[config.mk]
export PLATFORM = sky130hd
export DESIGN_NAME = dmem_arbiter
export DESIGN_NICKNAME = d
export VERILOG_FILES = /design/src/rtl/dmem_arbiter.sv
export SDC_FILE = /design/constraint.sdc
export NUM_CORES = 1
export LEC_CHECK = 0
export ABC_AREA = 0
export BUFFER_PORTS_ARGS = -buffer_cell sky130_fd_sc_hd__buf_2
export CAP_MARGIN = 20
export CORE_AREA = 2 2 137 139
export DETAILED_ROUTE_END_ITERATION = 16
export DIE_AREA = 0 0 139 141
export SLEW_MARGIN = 10
export SYNTH_ARGS = -nofsm -noshare
export SYNTH_HDL_FRONTEND = slang
export SYNTH_SLANG_ARGS = --single-unit
[constraint.sdc]
create_clock -name Clk -period 3 [get_ports Clk]
set_clock_uncertainty 0.1 [all_clocks]
set_input_delay 0.45 -clock Clk [delete_from_list [all_inputs] [get_ports Clk]]
set_output_delay 0.45 -clock Clk [all_outputs]
set_load 0.05 [all_outputs]
[src/rtl/dmem_arbiter.sv]
// Two-port arbiter sharing one combinational-read DATAMEM between the CPU data port (0)
// and a loader/debug master (1). Define DMEM_ARB_RR_EN for round-robin ties; default is fixed priority to port 0.
module dmem_arbiter #(
    parameter int AW      = 32,
    parameter int DW      = 32,
    parameter int MEM_LAT = 2
) (
    input  logic          Clk,
    input  logic          Clr,

    input  logic          req0,
    input  logic          we0,
    input  logic [AW-1:0] addr0,
    input  logic [DW-1:0] wdata0,
    output logic          ack0,
    output logic [DW-1:0] rdata0,

    input  logic          req1,
    input  logic          we1,
    input  logic [AW-1:0] addr1,
    input  logic [DW-1:0] wdata1,
    output logic          ack1,
    output logic [DW-1:0] rdata1,

    output logic [AW-1:0] mem_addr,
    output logic [DW-1:0] mem_wdata,
    output logic          mem_we,
    input  logic [DW-1:0] mem_rdata,

    output logic          busy
);

    // state  | meaning
    // IDLE   | no access in flight; arbitration happens here
    // ACCESS | memory bus held for MEM_LAT cycles, write strobe in the last one
    // RESP   | one-cycle ack to the winner, then back to IDLE

    localparam int CW = (MEM_LAT > 1) ? $clog2(MEM_LAT) : 1;
    localparam logic [CW-1:0] LAT_INIT = CW'(MEM_LAT - 1);

    typedef enum logic [1:0] {
        IDLE   = 2'd0,
        ACCESS = 2'd1,
        RESP   = 2'd2
    } state_t;

    state_t        state;
    state_t        state_nxt;

    logic          win;
    logic          lat_we;
    logic          last_grant;
    logic [CW-1:0] lat_cnt;

    logic          req_any;
    logic          grant_id;
    logic          final_cyc;

    assign req_any   = req0 | req1;
    assign final_cyc = (lat_cnt == '0);

`ifdef DMEM_ARB_RR_EN
    always_comb begin
        grant_id = 1'b0;
        if (req0 && req1) begin
            grant_id = ~last_grant;
        end else begin
            grant_id = req1;
        end
    end
`else
    // last_grant is kept up to date so both builds share the same state, but only round-robin reads it
    logic unused_last_grant;
    assign unused_last_grant = last_grant;

    always_comb begin
        grant_id = 1'b0;
        if (!req0) begin
            grant_id = 1'b1;
        end
    end
`endif

    always_ff @(posedge Clk) begin
        if (Clr) begin
            state <= IDLE;
        end else begin
            state <= state_nxt;
        end
    end

    always_comb begin
        state_nxt = state;
        unique case (state)
            IDLE: begin
                if (req_any) begin
                    state_nxt = ACCESS;
                end
            end
            ACCESS: begin
                if (final_cyc) begin
                    state_nxt = RESP;
                end
            end
            RESP: begin
                state_nxt = IDLE;
            end
            default: begin
                state_nxt = IDLE;
            end
        endcase
    end

    // mem_addr/mem_wdata double as the latched request, so they hold outside ACCESS
    always_ff @(posedge Clk) begin
        if (Clr) begin
            win        <= 1'b0;
            lat_we     <= 1'b0;
            lat_cnt    <= '0;
            last_grant <= 1'b1;
            mem_addr   <= '0;
            mem_wdata  <= '0;
            rdata0     <= '0;
            rdata1     <= '0;
        end else begin
            unique case (state)
                IDLE: begin
                    if (req_any) begin
                        win     <= grant_id;
                        lat_cnt <= LAT_INIT;
                        if (grant_id) begin
                            lat_we    <= we1;
                            mem_addr  <= addr1;
                            mem_wdata <= wdata1;
                        end else begin
                            lat_we    <= we0;
                            mem_addr  <= addr0;
                            mem_wdata <= wdata0;
                        end
                    end
                end
                ACCESS: begin
                    if (!final_cyc) begin
                        lat_cnt <= lat_cnt - 1'b1;
                    end else if (!lat_we) begin
                        if (win) begin
                            rdata1 <= mem_rdata;
                        end else begin
                            rdata0 <= mem_rdata;
                        end
                    end
                end
                RESP: begin
                    last_grant <= win;
                end
                default: begin
                    lat_cnt <= '0;
                end
            endcase
        end
    end

    always_comb begin
        mem_we = 1'b0;
        ack0   = 1'b0;
        ack1   = 1'b0;
        busy   = 1'b0;
        unique case (state)
            IDLE: begin
                busy = 1'b0;
            end
            ACCESS: begin
                busy   = 1'b1;
                mem_we = lat_we & final_cyc;
            end
            RESP: begin
                busy = 1'b1;
                ack0 = ~win;
                ack1 = win;
            end
            default: begin
                busy = 1'b0;
            end
        endcase
    end

endmodule
-- Word-level counts from Yosys, hierarchy flattened
Cells that the tools add are included.
- bits in registers: 133
- bits in latches: 0
- RAM bits: 0
- memory bits (read-only): 0
- input port bits: 166
- logic and storage cells: 40
- memories: 0
- $add $sub $neg: 1
- multiply operators: 0
- divide/modulo/power cells: 0
- $lt $le $gt $ge: 0
- eq/ne operators: 4
- shift operators: 0
- multiplexer cells: 14
- bitwise logic cells: 6
- reductions and logical operators: 7
- operator list (kind ; count):
    2-to-1 mux 32 bit ; 2
    2-to-1 mux 1 bit ; 8
    AND reduction 4 bit ; 2
    AND reduction 2 bit ; 3
    2-to-1 mux 2 bit ; 2
    inequality test 2 bit (second input constant) ; 2
    NOT 1 bit ; 4
    one-hot mux 2 bit (2 select lines) ; 1
    one-hot mux 1 bit (3 select lines) ; 1
    == test 2 x 1 -> 1 bit (second input constant) ; 1
    == test 2 bit (second input constant) ; 1
    logical NOT 2 bit ; 1
    OR reduction 2 bit ; 1
    bitwise AND 1 bit ; 1
    bitwise OR 1 bit ; 1
    subtractor 1 bit (second input constant) ; 1

-- Depth between registers and ports, before layout
- depth in word-level cells: 3
- mapped depth: 8
- depth with buffers taken out: 5

-- Least setup slack after synthesis
OpenSTA, ideal clock, no wires.
- kind: flip-flop to output port
- start: reg state[0]
- end: out ack0
- data arrival time: 1.303 ns
- required time: 2.450 ns
- setup slack: 1.147 ns
- stages on the path, launching flop included: 4
- path buffers: 0
- path through: dfxtp_1 > inv_1 > ha_1 > nor2b_1
- word-level cells in the longest chain between the ends: 2
- ends and longest elaborated chain (element ; line ; RTL):
    start, declared ; 47 ; state_t state;
    start signal, assigned ; 88 ; state <= state_nxt;
    == test 2 bit ; - ;
    2-to-1 mux 1 bit ; 168 ; unique case (state)
    end, declared ; 15 ; output logic ack0,
No other way between the ends.

-- Worst setup path after layout
- start: reg state[1]
- end: out mem_we
- word-level cells in the longest chain between the ends: 2
- ends and longest elaborated chain (element ; line ; RTL):
    == test 2 x 1 -> 1 bit ; 168 ;
    2-to-1 mux 1 bit ; 168 ;
    end, declared ; 27 ; output logic mem_we,
No other way between the ends.

==> metrics.txt <==
DR DRC count 0; Top delay family on crit path buffers and inverters; CP Launch Type register; Leak 0.00360 uW; DRT iter0 DRCs 179; Post-Syn Area 0.00533 mm2; root buffer cell clkbuf_16; Setup TNS 0 ns; layout cells sized above 1 38.4%; area growth from synthesis to layout 41.3%; yosys warns 0; DP HPWL 12.2 mm; synthesized instance count 600; vias in the first global route 4672; crit path kind reg -> out; All-Layer GR Usage 16.2%; # rows 50; TritonCTS clock tree done; outcome completed; Max-slew headroom 49.7%; area share of the largest cell type after synthesis 50.0%; layout net count 1044; Worst setup EP type output pin; Num Clock Sinks 133; Ports 298; ANT nets after route 0; post-CTS sizing 0; maximum clock frequency 481 MHz; final setup margin 0.922 ns; total gr overflow 0; Setup violations, final 0; count leader, synth dfxtp_1; Critical Path AT 1.53 ns; Max Slew Vio Count 0; Buf/Inv on CP 2; area leader, netlist dfxtp_1; initial antenna violation count 2; pre-CTS WS 0.970 ns; Data required, critical path 2.45 ns; clock latency on the worst-skew pair 0.40 ns; full die area 0.0196 mm2; Die H 141 um; core area 0.0183 mm2; Avg Cell Area, Syn 8.88 um2; CP peak stage delay 0.32 ns; GR Layer Usage met2 27.0%; met3 Use GR 5.94%; Routed WL 16.3 mm; CP Cell Sequence inv_1 -> ha_1 -> and3b_1 -> buf_2; RSZ-0062 raised after global routing no; syn_nets 770; minimum clock period 2.08 ns; Synth Flop Type dfxtp_1; busiest metal layer after global routing met2; Post-synth EDFFs 0; WL/cell 14.6 um; Via density 4.53; VDD IR max 354 uV; synthesis-stage register bit count 133; 1st-pass router iterations 4; Initial Util 29.2%; first-pass GRT wire length 25.2 mm; R2R setup slack 1.08 ns; pin count of the biggest net entering global routing 80; ys async rst share 0%; top cells by count, synth dfxtp_1, nand2_1, nor2_1; register area share after synthesis 50.0%; Slowest-stage cell, CP dfxtp_1; clk slew on worst S/H paths 0.06 ns; PD cells 758 mW/mm2; # H-tree levels 4; actual slew at the worst max-slew pin 0.754 ns; Bufs on Longest Clock Path 2; unique cell type count in the Yosys netlist 26; period utilization 69.3%; grt met1 use 19.7%; setup bufs post-CTS 0; CP Max Fanout 7; CTS Buf Count 17; max-capacitance violation count 0; Final GP Congestion 0.762; Synth area leaders dfxtp_1, mux2i_1, a211oi_1; Die Width 139 um; vias 5083; Port Buffer Count 297; CTS Hold Buffers Added 0; Hold Vio Cnt, Final 0; class of the worst hold path in -> reg
[per-stage QoR]
stage                     hold slack, ns  power, uW  utilization, %  instance area [um2]  instances
after floorplan                    0.366       3380               -                 5330        600
after global placement             0.339       3810            38.2                 6980       1089
after detailed placement           0.344       3830            38.2                 6980       1089
after CTS                          0.170       5790            41.2                 7530       1120
after global routing               0.174       6010            41.2                 7530       1120
final                              0.193       5710            41.2                 7530       1121
[registers in the layout, indices dropped and copies added (netlist names)]
register	cells
mem_wdata	32
mem_addr	32
rdata0	32
lat_we	1
win	1
lat_cnt	1
state	2
rdata1	32
[worst reg2reg max path: cells and delay by family, from the launching register on]
family / cells / cell delay [ns]
adder cells (fa/ha/maj): 1 / 0.29
AND/OR/NAND/NOR: 1 / 0.12
AO/OA/AOI/OAI: 2 / 0.57
buffers and inverters: 2 / 0.43
flip-flops: 1 / 0.32
[report_power, final]
group          total [uW]  switching, uW  internal [uW]
sequential           2090            114           1980
combinational        1690           1230            453
clock                1930            753           1170
[layout make-up]
| cell class | instances | area [um2] |
|---|---|---|
| timing repair buffer | 308 | 1610 |
| clock buffer | 22 | 464 |
| fill | 1903 | 10700 |
| clock inverter | 9 | 80.1 |
| inverter | 2 | 7.51 |
| tap | 234 | 293 |
| multi-input combinational | 412 | 2410 |
| antenna | 1 | 2.50 |
| sequential | 133 | 2660 |
[cell usage in the layout, fill, tap and decap left out, types with 2 or more instances in the layout]
master / netlist / routed
buf_12: 0 / 3
clkbuf_8: 0 / 2
nand2_1: 129 / 129
clkbuf_16: 0 / 17
a21oi_1: 66 / 66
clkinv_2: 0 / 5
dfxtp_1: 133 / 133
nand2b_1: 2 / 2
clkinv_4: 0 / 2
clkbuf_1: 19 / 3
a211oi_1: 66 / 66
ha_1: 4 / 4
mux2i_1: 66 / 66
nor2_1: 67 / 67
buf_4: 1 / 10
inv_1: 2 / 2
buf_2: 28 / 295
[final timing paths]
path | startpoint | end | cells past startpoint
worst max-delay path | state[1] | mem_we | 4
worst min-delay path | mem_rdata[27] | rdata0[27] | 3
worst max register to register | state[0] | mem_addr[20] | 6
worst min register to register | rdata1[3] | rdata1[3] | 2
[logic make-up (layout without fill, tap and decap cells)]
logic type / after synthesis / in the layout / synth area share [%]
fa+ha+maj: 4 / 4 / 0.939
simple gates: 206 / 206 / 15.4
buf+inv: 55 / 341 / 5.16
mux: 66 / 66 / 12.4
compound gates: 136 / 136 / 16.1
flops: 133 / 133 / 50.0
other cells: 0 / 1 / 0
[layer usage]
layer	part of all wire (%)	vias up
li1	-	2612
met1	42	2247
met2	48	207
met3	9.1	15
met4	1.1	2
met5	0.098	-
No activity file was read; power rests on OpenSTA's default activity.
